==> src/rtl/spi_slave_duplex.sv <==
// Full-duplex SPI mode-0 slave, MSB first, fully oversampled in the clk domain.
// Receives words into dout and returns host-loaded words on miso.
module spi_slave_duplex #(
    parameter int WIDTH = 32
) (
    input  logic             clk,
    input  logic             rst,
    input  logic             sclk,
    input  logic             cs,
    input  logic             mosi,
    output logic             miso,
    output logic             miso_oe,
    input  logic [WIDTH-1:0] tx_data,
    input  logic             tx_load,
    output logic             tx_empty,
    output logic             tx_underrun,
    output logic [WIDTH-1:0] dout,
    output logic             dout_valid,
    output logic             frame_err
);

    localparam int CNT_W = $clog2(WIDTH);
    localparam logic [CNT_W-1:0] LAST_BIT = CNT_W'(WIDTH - 1);

    typedef enum logic {IDLE, SHIFT} state_t;

    state_t           r_state;
    state_t           w_state_next;
    logic [2:0]       r_sclk_sync;
    logic [2:0]       r_cs_sync;
    logic [2:0]       r_mosi_sync;
    logic [CNT_W-1:0] r_bit_cnt;
    logic [WIDTH-1:0] r_rx_shift;
    logic [WIDTH-1:0] r_tx_shift;
    logic [WIDTH-1:0] r_tx_buf;
    logic             r_pending;
    logic             r_skip_fall;

    logic w_sclk_rise, w_sclk_fall, w_cs_rise, w_cs_fall, w_mosi_s;
    logic w_start, w_end, w_rise, w_fall, w_word_done, w_reload;

    // Bit 1 of each chain is the synchronized level, bit 2 its one-cycle delay.
    assign w_sclk_rise = r_sclk_sync[1] & ~r_sclk_sync[2];
    assign w_sclk_fall = ~r_sclk_sync[1] & r_sclk_sync[2];
    assign w_cs_rise   = r_cs_sync[1] & ~r_cs_sync[2];
    assign w_cs_fall   = ~r_cs_sync[1] & r_cs_sync[2];
    assign w_mosi_s    = r_mosi_sync[1];

    always_ff @(posedge clk or posedge rst) begin
        if (rst) begin
            r_state <= IDLE;
        end else begin
            r_state <= w_state_next;
        end
    end

    // A cs rise takes priority over any sclk edge seen in the same cycle.
    always_comb begin
        w_state_next = r_state;
        w_start      = 1'b0;
        w_end        = 1'b0;
        w_rise       = 1'b0;
        w_fall       = 1'b0;
        case (r_state)
            IDLE: begin
                if (w_cs_fall) begin
                    w_state_next = SHIFT;
                    w_start      = 1'b1;
                end
            end
            SHIFT: begin
                if (w_cs_rise) begin
                    w_state_next = IDLE;
                    w_end        = 1'b1;
                end else if (w_sclk_rise) begin
                    w_rise = 1'b1;
                end else if (w_sclk_fall) begin
                    w_fall = 1'b1;
                end
            end
            default: w_state_next = IDLE;
        endcase
    end

    assign w_word_done = w_rise && (r_bit_cnt == LAST_BIT);
    assign w_reload    = w_start | w_word_done;

    always_ff @(posedge clk or posedge rst) begin
        if (rst) begin
            r_sclk_sync <= '0;
            r_cs_sync   <= '0;
            r_mosi_sync <= '0;
            r_bit_cnt   <= '0;
            r_rx_shift  <= '0;
            r_tx_shift  <= '0;
            r_tx_buf    <= '0;
            r_pending   <= 1'b0;
            r_skip_fall <= 1'b0;
            dout        <= '0;
            dout_valid  <= 1'b0;
            frame_err   <= 1'b0;
            tx_underrun <= 1'b0;
        end else begin
            r_sclk_sync <= {r_sclk_sync[1:0], sclk};
            r_cs_sync   <= {r_cs_sync[1:0], cs};
            r_mosi_sync <= {r_mosi_sync[1:0], mosi};
            dout_valid  <= 1'b0;
            frame_err   <= 1'b0;
            tx_underrun <= 1'b0;

            if (tx_load) begin
                r_tx_buf <= tx_data;
            end
            // A load coinciding with a reload bypasses straight into the shifter.
            if (w_reload) begin
                r_pending <= 1'b0;
                if (tx_load) begin
                    r_tx_shift <= tx_data;
                end else if (r_pending) begin
                    r_tx_shift <= r_tx_buf;
                end else begin
                    r_tx_shift  <= '0;
                    tx_underrun <= 1'b1;
                end
            end else if (tx_load) begin
                r_pending <= 1'b1;
            end

            if (w_start) begin
                r_bit_cnt   <= '0;
                r_skip_fall <= 1'b0;
            end

            if (w_end) begin
                frame_err <= (r_bit_cnt != '0);
                r_bit_cnt <= '0;
            end

            if (w_rise) begin
                r_rx_shift <= {r_rx_shift[WIDTH-2:0], w_mosi_s};
                if (w_word_done) begin
                    dout        <= {r_rx_shift[WIDTH-2:0], w_mosi_s};
                    dout_valid  <= 1'b1;
                    r_bit_cnt   <= '0;
                    r_skip_fall <= 1'b1;
                end else begin
                    r_bit_cnt <= r_bit_cnt + 1'b1;
                end
            end

            // The fall right after a word-boundary reload keeps the new MSB on miso.
            if (w_fall) begin
                if (r_skip_fall) begin
                    r_skip_fall <= 1'b0;
                end else begin
                    r_tx_shift <= r_tx_shift << 1;
                end
            end
        end
    end

    assign miso_oe  = (r_state == SHIFT);
    assign miso     = miso_oe & r_tx_shift[WIDTH-1];
    assign tx_empty = ~r_pending;

endmodule

==> config.mk <==
export PLATFORM = sky130hd
export DESIGN_NAME = spi_slave_duplex
export DESIGN_NICKNAME = d
export VERILOG_FILES = /design/src/rtl/spi_slave_duplex.sv
export SDC_FILE = /design/constraint.sdc
export NUM_CORES = 1
export LEC_CHECK = 0
export CAP_MARGIN = 20
export CORE_ASPECT_RATIO = 1.75
export CORE_UTILIZATION = 55
export CTS_CLUSTER_DIAMETER = 30
export DETAILED_ROUTE_END_ITERATION = 12
export MAX_ROUTING_LAYER = met4
export PLACE_DENSITY = 0.81
export SLEW_MARGIN = 20
export SYNTH_ARGS = -nofsm -noshare
export SYNTH_HDL_FRONTEND = slang
export SYNTH_SLANG_ARGS = --single-unit
==> constraint.sdc <==
create_clock -name clk -period 10.13 [get_ports clk]
set_input_delay 2.026 -clock clk [delete_from_list [all_inputs] [get_ports clk]]
set_output_delay 2.026 -clock clk [all_outputs]
set_load 0.05 [all_outputs]
== Yosys cells after proc, flatten, opt, wreduce, memory -nomap -nowiden ==
Cells that the tools add are included.

* $add $sub $neg: 1
* Eq/ne operators: 1
* Mux-type cells: 35
* Bitwise gates (word level): 12
* Reductions and logical operators: 5

{| class="wikitable"
|+ Operators with widths
! cell !! number
|-
| two-way mux 32 bit || 5
|-
| two-way mux 1 bit || 25
|-
| two-way mux 5 bit || 4
|-
| NOT 1 bit || 6
|-
| adder 5 x 1 -> 5 bit, second input constant || 1
|-
| AND 1 bit || 5
|-
| equality test 5 bit, second input constant || 1
|-
| nonzero test 5 bit || 1
|-
| nonzero test 3 bit || 1
|-
| one-hot mux 1 bit (2 select lines) || 1
|-
| AND reduction 2 bit || 1
|-
| nonzero test 2 bit || 1
|-
| logical AND 1 bit || 1
|-
| bitwise OR 1 bit || 1
|}

* Register bits after elaboration: 146
* Input bits: 38
* Output and inout bits: 38
* Word-level logic and storage cells: 68

== Logic depth before layout (Yosys ltp) ==
Gate-level depths: netlist of run 1.

* Word-level depth: 10
* Depth in mapped cells: 8
* Mapped depth without buffers: 7

== Worst setup path before layout of run 1 ==
Ideal clock, no wire load.

* Path kind: flip-flop to output port
* Start: reg r_state, in the netlist miso_oe
* End: out miso
* Arrival time: 1337 ps
* Data required time: 8104 ps
* Path slack: 6767 ps
* Stages on the path, launching flop included: 3
* Buffers on the path: 1
* Cell sequence: dfrtp_1 -> buf_2 -> and2_1

* Word-level cells in the longest chain between the ends: 1

{| class="wikitable"
|+ RTL lines
! what !! line !! text
|-
| start, declared || 27 || <nowiki>state_t r_state;</nowiki>
|-
| start signal, assigned || 53 || <nowiki>r_state <= w_state_next;</nowiki>
|-
| AND 1 bit || 163 || <nowiki>assign miso = miso_oe & r_tx_shift[WIDTH-1];</nowiki>
|-
| end, declared || 11 || <nowiki>output logic miso,</nowiki>
|}

No other way between the ends.

== Final worst setup path of run 1 ==
* Start: reg r_pending
* End: out tx_empty

* Word-level cells in the longest chain between the ends: 1

{| class="wikitable"
|+ RTL lines
! what !! line !! text
|-
| start, declared || 36 || <nowiki>logic r_pending;</nowiki>
|-
| start signal, assigned || 97 || <nowiki>r_pending <= 1'b0;</nowiki>
|-
| start signal, assigned || 116 || <nowiki>r_pending <= 1'b0;</nowiki>
|-
| start signal, assigned || 126 || <nowiki>r_pending <= 1'b1;</nowiki>
|-
| NOT 1 bit || 164 || <nowiki>assign tx_empty = ~r_pending;</nowiki>
|-
| end, declared || 15 || <nowiki>output logic tx_empty,</nowiki>
|}

No other way between the ends.

==> results of run 1 <==
==> state kept, by name, indices dropped and copies added, names as in the netlist <==
name and cells:
r_mosi_sync 2, dout_valid 1, r_tx_shift 32, miso_oe 1
tx_underrun 1, r_rx_shift 31, r_pending 1, r_skip_fall 1
r_tx_buf 32, dout 32, r_bit_cnt 5, r_sclk_sync 3
frame_err 1, r_cs_sync 3
==> final cells by class <==
type	count	area [um^2]	share of cell area [%]
sequential	146	3650	49.3
multi-input combinational	333	2160	29.2
timing repair buffer	79	778	10.5
clock buffer	22	484	6.54
tap	130	163	2.20
clock inverter	9	129	1.74
inverter	9	38.8	0.524
==> synth_stat cells, types with 2 or more instances <==
master,number
a22oi_1,2
and3_1,3
buf_2,10
inv_1,9
buf_6,3
mux2_2,60
o211ai_1,30
nand3_1,3
mux2_4,3
nor3_1,2
a21oi_1,2
nor2b_1,4
ha_1,3
nor2_1,6
a22o_1,2
clkbuf_1,22
nand2_1,127
mux2_1,2
dfrtp_1,146
nand4_1,31
o21ai_0,33
and2_1,3
==> cells in the final DEF (no fill, tap or decap), types with 5 or more instances in the layout <==
master           instances
inv_1                    8
nand4_1                 31
o21ai_0                 33
buf_4                    5
dfrtp_1                146
nand2_1                127
nor2_1                   5
clkbuf_16               17
o211ai_1                30
mux2_2                  60
clkdlybuf4s50_1         74
==> through the flow <==
step,instances,cell area (um^2),hold WS (ps)
6_report,728,7410,351
5_1_grt,728,7410,362
4_1_cts,728,7400,355
3_5_place_dp,697,6790,345
3_3_place_gp,697,6780,337
2_1_floorplan,525,6010,331
==> where the power goes <==
| group | leakage (nW) | switching, W | internal, W | total [W] |
|---|---|---|---|---|
| Sequential | 1.89 | 0.0000395 | 0.000646 | 0.000686 |
| Clock | 0.298 | 0.000229 | 0.000411 | 0.000640 |
| Combinational | 1.24 | 0.0000782 | 0.0000676 | 0.000146 |
| Total | 3.42 | 0.000347 | 0.00112 | 0.00147 |
==> path summary, 6_finish.rpt <==
path	startpoint	end	slack, ps	depth (start not counted)
max	r_pending	tx_empty	5800	2
min in group asynchronous	rst	r_bit_cnt[3]	2080	2
max reg2reg	r_bit_cnt[0]	r_tx_shift[31]	7350	7
min	r_mosi_sync[0]	r_mosi_sync[1]	350	0
min reg2reg	r_mosi_sync[0]	r_mosi_sync[1]	350	0
max in group asynchronous	rst	r_tx_buf[14]	6620	3
==> layer usage <==
metal	track usage [%]	part of all wire, %	vias to the layer above
met5	-	0	-
met4	9.12	2.3	0
met3	5.08	4.0	24
met2	39.8	54	144
met1	28.5	39	2168
li1	-	-	1941
==> worst max-delay path, delay by kind of cell (launching register included) <==
kind / cells / cell delay [ps]
flops: 1 / 990
buf+inv: 2 / 890
==> cell families after synthesis <==
group,after synthesis,share of synthesized area (%)
AND/OR/NAND/NOR,189,14.5
flip-flops,146,60.8
AO/OA/AOI/OAI,75,8.02
multiplexers,66,12.5
buffers and inverters,46,3.52
adder cells (fa/ha/maj),3,0.625
==> summary.txt, run 1 <==
CTS
  • Buffer count from post-CTS setup fixing: 0
  • Clk root buf: clkbuf_16
  • Worst-path clk slew: 60 ps
  • Post-CTS sizing: 0
  • Clock buffer count from CTS: 17
  • CTS Sinks: 146
  • Post-CTS Hold Buffers: 0
  • CTS tree: yes
  • CTS max path bufs: 2
  • Clk_lat worst skew: about 410 ps
  • H-Tree Depth: 4

Place
  • I/O Buffers: 75
  • HPWL after DPL: ~7400 um
  • GP Congestion: 0.777
  • Pre-CTS WS: 6110 ps

Yosys
  • Post-synth EDFFs: 0
  • Synth area leaders: dfrtp_1, mux2_2, nand2_1
  • Area leader, netlist: dfrtp_1
  • Syn nets: ~570
  • Area fraction of the dominant cell type after synthesis: about 61%
  • Post-Synthesis Cells: approximately 530
  • Yosys warns: 0
  • Synthesis-stage register bit count: about 150
  • Synth Flop Type: dfrtp_1
  • Syn Area/Cell: ~11 um^2
  • Sequential area share after synthesis: 60.8%
  • Post-synthesis cell area: ~6000 um^2
  • Async SR Flop Fraction: 100%
  • Library cells used by synthesis: 41

Final layout
  • Nets: approximately 630
  • N_diodes: 0
  • Final core utilization: ~70%
  • Layout area overhead: 23.3%
  • Share of layout cells above drive strength 1: approximately 18%
  • FILL cells: approximately 760

GRT
  • Number of global-route vias before repair: between 4k and 5k
  • Grt total ovfl: 0
  • First-pass GRT wire length: 20300 um
  • Initial antenna violation count: 0
  • Total track usage: around a quarter
  • Largest net degree at the start of global routing: slightly below 80

Detailed routing
  • Post-detailed-route count of antenna-violating nets: 0
  • DR iter-0 viols: about 320
  • Per-cell routed wire length: around 17 um
  • Vias: roughly 4.3k
  • Final WL: 12100 um
  • DRT Pass-1 Iters: 4
  • Vias per cell: between 5 and 6
  • Remaining DRCs: 0

Timing
  • Final worst-path cycle share: 42.7%
  • Worst setup margin: 5800 ps
  • Fin Clk Skew: just over 6 ps
  • Final Hold Fails: 0
  • Tmin final: approximately 4300 ps
  • Final setup vio count: 0
  • RSZ-0062 raised after global routing: false
  • Setup TNS: 0 ps
  • Relative slew slack: between 20% and 30%
  • Fin. max-slew vios: 0
  • Fmax: roughly 0.23 GHz
  • Worst Tran Pin Value: 1080 ps

Setup path
  • CP Class: flop to primary output
  • CP endpoint kind: primary output
  • CP max FO: 34
  • CP max stage delay: 990 ps
  • Crit-path cells: inv_1 > clkdlybuf4s50_1
  • Arrival time worst endpoint: approximately 2300 ps
  • Cell with the largest stage delay on the worst path: dfrtp_1
  • CP required: about 8100 ps
  • CP Launch Type: flop

Run status
  • Run status: finished clean

Pwr
  • Maximum vdd drop: 0.000178 V
  • P_leak: 3.42 nW
  • Pwr dens: 199 nW/um^2
  • Power Total: 0.00147 W

Floorplanning
  • Core Region: 10600 um^2
  • FP Rows: 50
  • Top-Level Pins: between 70 and 80
  • Initial core utilization: between 50% and 60%
  • Die area: 11400 um^2
  • Die height: roughly 140 um
  • Die X: approximately 81 um

Min path
  • HP Class: flop to flop

Flow run
  • Max_cap viols: 0
(Power assumes the default switching activity.)
==> inputs of run 2 (changes only) <==
clock period = 4.3 ns   (was 10.13 ns; I/O delays follow)
==> run 2 against run 1 <==
Die area unchanged. Largest power group is now clock. Critical path type unchanged. Clock power rose to 2.5 times the previous value. Non-clock buffer count up 5. Core utilization up 1.0 points. Largest cell class unchanged. Sequential cell count unchanged. Sequential share of layout area down 0.73 points.
==> summary.txt, run 2 (synthesized netlist as in run 1, its figures left out) <==
CTS
  • Buffer count from post-CTS setup fixing: 0
  • Worst-path clk slew: approximately 60 ps
  • H-Tree Depth: 4
  • Clk_lat worst skew: between 400 and 500 ps
  • Post-CTS sizing: 0
  • CTS max path bufs: 2
  • Clk root buf: clkbuf_16
  • CTS tree: yes
  • Clock buffer count from CTS: 17
  • CTS Sinks: between 100 and 150
  • Post-CTS Hold Buffers: 0

Timing
  • Final worst-path cycle share: about two thirds
  • Final Hold Fails: 0
  • RSZ-0062 raised after global routing: false
  • Fin. max-slew vios: 0
  • Setup TNS: 0 ps
  • Final setup vio count: 0
  • Fin Clk Skew: roughly 13 ps
  • Relative slew slack: about a quarter
  • Tmin final: approximately 2900 ps
  • Fmax: 0.347 GHz
  • Worst Tran Pin Value: ~1100 ps

Detailed routing
  • DRT Pass-1 Iters: 4
  • DR iter-0 viols: between 100 and 150
  • Vias per cell: around 5.8
  • Final WL: ~12000 um
  • Vias: 4255
  • Post-detailed-route count of antenna-violating nets: 0
  • Per-cell routed wire length: roughly 16 um
  • Remaining DRCs: 0

Setup path
  • CP Class: flop to primary output
  • CP endpoint kind: primary output
  • Crit-path cells: and2_1 > clkdlybuf4s50_1
  • CP Launch Type: flop
  • CP max FO: 14
  • CP required: roughly 3400 ps
  • Arrival time worst endpoint: just over 2000 ps
  • CP max stage delay: 810 ps
  • Cell with the largest stage delay on the worst path: clkdlybuf4s50_1

Floorplanning
  • Top-Level Pins: 76
  • Core Region: 10600 um^2
  • Die X: ~80 um
  • Initial core utilization: between 50% and 60%
  • FP Rows: 50
  • Die height: about 140 um
  • Die area: ~11000 um^2

Final layout
  • Nets: 632
  • Share of layout cells above drive strength 1: a little under a fifth
  • Layout area overhead: 25.1%
  • Final core utilization: 70.7%
  • Largest registers: dout (32), r_tx_buf (32), r_tx_shift (32)
  • Most common cell after layout, fill and taps aside: dfrtp_1
  • Final Cell Area: roughly 7500 um^2
  • N_diodes: 0
  • Post-Layout Cell Count: about 730
  • Most frequent cells in the layout: dfrtp_1, nand2_1, clkdlybuf4s50_1

Place
  • HPWL after DPL: between 7000 and 8000 um
  • I/O Buffers: 75
  • Dpl cells: 701
  • DP Area: a little under 7000 um^2
  • GP Congestion: ~0.80

GRT
  • First-pass GRT wire length: between 20000 and 25000 um
  • Total track usage: between 20% and 30%
  • Initial antenna violation count: 0
  • Grt total ovfl: 0
  • Number of global-route vias before repair: around 4.3k
  • Largest net degree at the start of global routing: 72

Run status
  • Run status: finished clean

Min path
  • HP Class: flop to flop

Pwr
  • Pwr dens: 477 nW/um^2
  • Power Total: between 0.003 and 0.004 W
  • P_leak: 3.47 nW
  • Maximum vdd drop: about 0.00035 V

Flow run
  • Max_cap viols: 0
==> run 2: metrics by stage <==
step | hold slack, ps | setup WS, ps
detailed placement | 337 | 1690
floorplan | 331 | 1610
finish | 354 | 1420
global placement | 336 | 1530
global route | 369 | 1310
CTS | 355 | 1410
==> run 2: where the power goes <==
part / total [W] / internal, W / switching, W / leakage, nW
combinational: 0.000354 / 0.000164 / 0.000190 / 1.27
sequential: 0.00161 / 0.00152 / 0.0000853 / 1.89
clock: 0.00162 / 0.00104 / 0.000586 / 0.310
total: 0.00358 / 0.00272 / 0.000861 / 3.47
==> run 2: area by class of cell <==
| cell class | count | area, um^2 |
|---|---|---|
| Fill cell | 756 | 3120 |
| Clock inverter | 15 | 234 |
| Multi-Input combinational cell | 333 | 2150 |
| Tap cell | 130 | 163 |
| Timing Repair Buffer | 84 | 856 |
| Inverter | 9 | 37.5 |
| Sequential cell | 146 | 3650 |
| Clock buffer | 17 | 425 |
==> run 2: routing by layer <==
layer | vias to the layer above | wire, um | track usage, % | part of all wire, %
met1 | 2127 | 4800 | 28.2 | 41
met4 | 0 | 246 | 9.30 | 2.1
li1 | 1956 | - | - | -
met2 | 142 | 6310 | 38.7 | 53
met5 | - | 0 | - | 0
met3 | 30 | 457 | 4.89 | 3.9
==> run 2: final timing paths <==
| kind | to | slack (ps) | startpoint | cells after the start |
|---|---|---|---|---|
| max | miso | 1420 | miso_oe | 2 |
| min | r_mosi_sync[1] | 350 | r_mosi_sync[0] | 0 |
| max reg2reg | r_tx_shift[13] | 1720 | r_bit_cnt[1] | 8 |
| min reg2reg | r_mosi_sync[1] | 350 | r_mosi_sync[0] | 0 |
| max in group asynchronous | r_sclk_sync[0] | 2390 | rst | 3 |
| min in group asynchronous | r_tx_buf[7] | 940 | rst | 2 |
==> run 2: worst max-delay path, delay by kind of cell (launching register included) <==
kind / cells / cell delay [ps]
buffers and inverters: 1 / 810
DFF: 1 / 570
and+or+nand+nor: 1 / 220
